$ cat config.mk
export PLATFORM = sky130hd
export DESIGN_NAME = multicycle_ctrl
export DESIGN_NICKNAME = d
export VERILOG_FILES = /design/src/rtl/multicycle_ctrl.sv
export SDC_FILE = /design/constraint.sdc
export NUM_CORES = 1
export LEC_CHECK = 0
export CORE_ASPECT_RATIO = 1.75
export CORE_MARGIN = 4
export CORE_UTILIZATION = 45
export CTS_BUF_LIST = sky130_fd_sc_hd__clkbuf_4 sky130_fd_sc_hd__clkbuf_8 sky130_fd_sc_hd__clkbuf_16
export CTS_CLUSTER_DIAMETER = 120
export CTS_CLUSTER_SIZE = 24
export DETAILED_ROUTE_END_ITERATION = 10
export GPL_TIMING_DRIVEN = 0
export PLACE_DENSITY_LB_ADDON = 0.3
export SYNTH_ARGS = -nofsm -noshare
export SYNTH_HDL_FRONTEND = slang
export SYNTH_SLANG_ARGS = --single-unit
$ cat constraint.sdc
create_clock -name clk -period 3.5 [get_ports clk]
set_clock_uncertainty 0.1 [all_clocks]
set_input_delay 0.7 -clock clk [delete_from_list [all_inputs] [get_ports clk]]
set_output_delay 0.7 -clock clk [all_outputs]
set_load 0.01 [all_outputs]
$ cat src/rtl/multicycle_ctrl.sv
// Five-state multicycle sequencer for the MIPS datapath: decodes op/func and
// issues PC, IR, register-file and data-memory strobes one phase at a time.
module multicycle_ctrl (
   input  logic        clk,
   input  logic        rst,
   input  logic [5:0]  op,
   input  logic [5:0]  func,
   input  logic        beq_eq,
   input  logic        rt_zero,
   input  logic        halt,
   input  logic        dmem_ack,
   output logic        ir_we,
   output logic        pc_we,
   output logic [1:0]  pc_sel,
   output logic        reg_we,
   output logic        wb_sel,
   output logic        dst_sel,
   output logic        dmem_req,
   output logic        dmem_wr,
   output logic        retire,
   output logic        illegal,
   output logic [2:0]  state,
   output logic [31:0] instret
);

   localparam logic [5:0] OP_RTYPE  = 6'b000000;
   localparam logic [5:0] OP_LW     = 6'b100011;
   localparam logic [5:0] OP_SW     = 6'b101011;
   localparam logic [5:0] OP_BEQ    = 6'b000100;
   localparam logic [5:0] OP_J      = 6'b000010;
   localparam logic [5:0] FUNC_MOVZ = 6'b001010;

   localparam logic [1:0] PC_SEQ    = 2'd0;
   localparam logic [1:0] PC_BRANCH = 2'd1;
   localparam logic [1:0] PC_JUMP   = 2'd2;

   typedef enum logic [2:0] {
      FETCH  = 3'd0,
      DECODE = 3'd1,
      EXEC   = 3'd2,
      MEM    = 3'd3,
      WB     = 3'd4
   } state_t;

   state_t      state_reg;
   state_t      state_next;
   logic [31:0] instret_reg;

   logic is_rtype, is_movz, is_lw, is_sw, is_beq, is_j;

   assign is_rtype = (op == OP_RTYPE);
   assign is_movz  = is_rtype && (func == FUNC_MOVZ);
   assign is_lw    = (op == OP_LW);
   assign is_sw    = (op == OP_SW);
   assign is_beq   = (op == OP_BEQ);
   assign is_j     = (op == OP_J);

   always_ff @(posedge clk or posedge rst) begin
      if (rst) begin
         state_reg <= FETCH;
      end else begin
         state_reg <= state_next;
      end
   end

   always_comb begin
      state_next = state_reg;
      ir_we      = 1'b0;
      pc_we      = 1'b0;
      pc_sel     = PC_SEQ;
      reg_we     = 1'b0;
      wb_sel     = 1'b0;
      dst_sel    = 1'b0;
      dmem_req   = 1'b0;
      dmem_wr    = 1'b0;
      retire     = 1'b0;
      illegal    = 1'b0;

      case (state_reg)
         FETCH: begin
            if (!halt) begin
               ir_we      = 1'b1;
               state_next = DECODE;
            end
         end

         DECODE: state_next = EXEC;

         EXEC: begin
            if (is_rtype) begin
               state_next = WB;
            end else if (is_lw || is_sw) begin
               state_next = MEM;
            end else if (is_beq) begin
               pc_we      = 1'b1;
               pc_sel     = beq_eq ? PC_BRANCH : PC_SEQ;
               retire     = 1'b1;
               state_next = FETCH;
            end else if (is_j) begin
               pc_we      = 1'b1;
               pc_sel     = PC_JUMP;
               retire     = 1'b1;
               state_next = FETCH;
            end else begin
               // Unsupported opcode retires as a NOP so the PC keeps moving.
               pc_we      = 1'b1;
               illegal    = 1'b1;
               retire     = 1'b1;
               state_next = FETCH;
            end
         end

         MEM: begin
            dmem_req = 1'b1;
            dmem_wr  = is_sw;
            if (dmem_ack) begin
               if (is_sw) begin
                  pc_we      = 1'b1;
                  retire     = 1'b1;
                  state_next = FETCH;
               end else begin
                  state_next = WB;
               end
            end
         end

         WB: begin
            reg_we     = is_lw || (is_rtype && !is_movz) || (is_movz && rt_zero);
            wb_sel     = is_lw;
            dst_sel    = is_rtype;
            pc_we      = 1'b1;
            retire     = 1'b1;
            state_next = FETCH;
         end

         default: state_next = FETCH;
      endcase
   end

   always_ff @(posedge clk or posedge rst) begin
      if (rst) begin
         instret_reg <= 32'd0;
      end else if (retire) begin
         instret_reg <= instret_reg + 32'd1;
      end
   end

   assign state   = state_reg;
   assign instret = instret_reg;

endmodule

==> impl_metrics.csv <==
group,metric,value,unit
routing,firstDrtPassIters,5,
routing,detail-route-antenna-nets,0,
finish,largest_register_ffs,32,
finish,final_area,2750,um^2
floorplan,die-area,5340,um^2
power,p_per_area,504,nW/um^2
clock_network,cts-root-buf,"clkbuf_8",
routing,drt-vias-per-instance,5.57,
placement,dp_cells,294,
finish,antennaDiodeCount,0,
power,switching_share,33.5,%
floorplan,io_pins,64,
synth,synth-seq-cells,35,
synth,synth_area_per_cell,10.3,um^2
critical_path,crit_type,"input pin to primary output",
sta,report.final.slew_viol_count,0,
finish,nFillCells,330,
clock_network,cts_buffers,5,
synth,syn_inst,183,
finish,multi_input_area,972,um^2
routing,dr_total_vias,1699,
sta,relSlewSlack,59.3,%
critical_path,cp_max_fo,3,
sta,finalSetupViolations,0,
routing,routedWlPerCell,15.8,um
run_status,status,"finished, final reports clean",
global_route,grt_max_degree,36,
synth,yosysSeqAreaShare,46.4,%
routing,totalWireLength,4830,um
global_route,antenna_found_initial,0,
global_route,grtUsageTotal,19.1,%
critical_path,r2r-end,"instret[10]$_DFFE_PP0P_",
critical_path,critical-path-max-stage-delay,430,ps
sta,hold_viol_final,0,
synth,synth_edf_count,0,
finish,instances_no_fill,305,
routing,drc_errors,0,
clock_network,clk_path_buf_depth,2,
synth,syn_nets,202,
power,power,0.00139,W
sta,rsz0062_at_grt,"false",
critical_path,r2r_cells,9,
power,vdd.ir_drop.worst,0.000344,V
min_path,hold_path_class,"register to register",
clock_network,holdBufCountCts,0,
finish,layout_commonest_cell,"clkdlybuf4s50_1",
power,power_switching,0.000465,W
floorplan,fp.dieW,57.0,um
global_route,grt_pass1_vias,1740,
floorplan,core,3980,um^2
floorplan,std_cell_rows,30,
synth,async_flop_share,100,%
sta,fin_crit,3450,ps
sta,tightest_slew,609,ps
power,p_clk_share,26.8,%
power,p_leak,1.19,nW
placement,dp_hpwl,3650,um
min_path,hold_start,"instret[31]$_DFFE_PP0P_",
sta,max_freq,0.289,GHz
power,comb_power_share,38.0,%
critical_path,worst_ep_arrival_time,2650,ps
critical_path,crit_path_top_delay_cell,"clkdlybuf4s50_1",
synth,ys_types,41,
critical_path,rr_startpoint,"state[1]$_DFFE_PP0P_",
global_route,grt_pass1_wl,7960,um
critical_path,r2r_slack,1010,ps
clock_network,clkLatencyLatePin,290,ps
placement,portBuffers,63,
critical_path,worstPathCellList,"clkdlybuf4s50_1 > or4_4 > or3_4 > a211o_4 > dlygate4sd2_1",
finish,mostFrequentLayoutCells,"clkdlybuf4s50_1, dfrtp_1, xnor2_1",
sta,post-route-period-util,98.7,%
floorplan,fp.dieH,93.7,um
critical_path,start_kind,"input pin",
finish,regArea,876,um^2
critical_path,cp.required,2700,ps
placement,place_congestion,0.907,
clock_network,htreeDepth,2,
floorplan,start_util,47.5,%
routing,drt_iter0_drc,58,
finish,drive_gt1_share,9.73,%
min_path,min_path_cells,1,
job,maxCapViolations,0,
power,p_int,0.000923,W
synth,yosysWarnings,0,
finish,syn2layout_area_growth,45.6,%
placement,placed_area,2580,um^2
power,seqPwrFrac,35.2,%
clock_network,clock_sinks,35,
clock_network,clk_pin_slew,60,ps
min_path,hold_end,"instret[31]$_DFFE_PP0P_",
synth,syn-cell-area,1890,um^2
clock_network,cts_tree,"done",
synth,synthFlopType,"dfrtp_1",
critical_path,crit_path_end_kind,"primary output",
global_route,gr-total-overflow,0,
finish,num-nets-final,275,
area by class of cell:
class / count / area share, %
buffer: 7 / 1.64
clock inverter: 2 / 1.27
clock buffer: 6 / 3.00
multi-input combinational: 138 / 35.4
tap: 48 / 2.18
timing repair buffer: 67 / 24.4
inverter: 2 / 0.273
sequential: 35 / 31.8
metrics by stage:
stage	hold slack (ps)	TNS, ps	setup WS (ps)	util [%]
after global routing	407	0	7.89	69.1
after detailed placement	368	-1950	-639	64.8
after floorplan	407	0	487	-
after CTS	380	0	45.9	68.2
final	374	0	45.4	69.1
after global placement	368	-1910	-637	64.8
synth_stat cells, types with 2 or more instances:
library cell	number	area (um^2)
a31oi_1	2	12.5
and4_1	5	43.8
nor2b_1	2	12.5
and3_1	11	68.8
nor3_1	3	15.0
nand3_1	11	55.1
inv_1	2	7.51
a21oi_1	2	10.0
a211oi_1	2	15.0
xnor2_1	30	263
buf_6	3	33.8
dfrtp_1	35	876
nand2_1	11	41.3
nand4_1	18	113
nand2b_1	2	12.5
nor2_1	12	45.0
clkbuf_1	3	11.3
and2_1	6	37.5
how the worst max path moves through the flow:
stage	from	end	slack, ps
final	op[5]	pc_we	50
after floorplan	op[0]	retire	490
after detailed placement	op[2]	retire	-640
after CTS	op[5]	pc_sel[1]	50
after global placement	op[2]	retire	-640
after global routing	op[5]	pc_we	8
layer usage:
metal / vias to the layer above / global-route usage [%] / share of wire, %
li1: 805 / - / -
met1: 807 / 21.3 / 39
met2: 72 / 32.5 / 52
met3: 15 / 5.09 / 6.0
met4: 0 / 9.86 / 3.2
met5: - / 0 / 0
critical path, delay by kind of cell:
kind                   cells  cell delay [ps]
AO/OA/AOI/OAI              1              370
buffers and inverters      2              720
AND/OR/NAND/NOR            2              860
power by group through the flow:
| stage | clock (W) | sequential [W] | combinational [W] |
|---|---|---|---|
| floorplan | 0 | 0.000505 | 0.000279 |
| global placement | 0 | 0.000494 | 0.000506 |
| detailed placement | 0 | 0.000496 | 0.000518 |
| CTS | 0.000377 | 0.000489 | 0.000523 |
| global route | 0.000396 | 0.000495 | 0.000576 |
| finish | 0.000371 | 0.000489 | 0.000527 |
cell families (layout without fill, tap and decap cells):
family / after synthesis / in the layout / synth area share (%)
xor+xnor: 31 / 31 / 14.4
fa+ha+maj: 1 / 1 / 0.662
buf+inv: 10 / 84 / 3.38
simple gates: 93 / 93 / 29.8
flops: 35 / 35 / 46.4
compound gates: 12 / 12 / 4.83
mux: 1 / 1 / 0.596
repair_timing:
action	4_1_cts	5_1_grt
pin swaps	2	1
resized for setup	9	4
buffers inserted	3	0
endpoints found under the setup margin	8	6
Note: power is estimated with default switching activity, not from simulation.
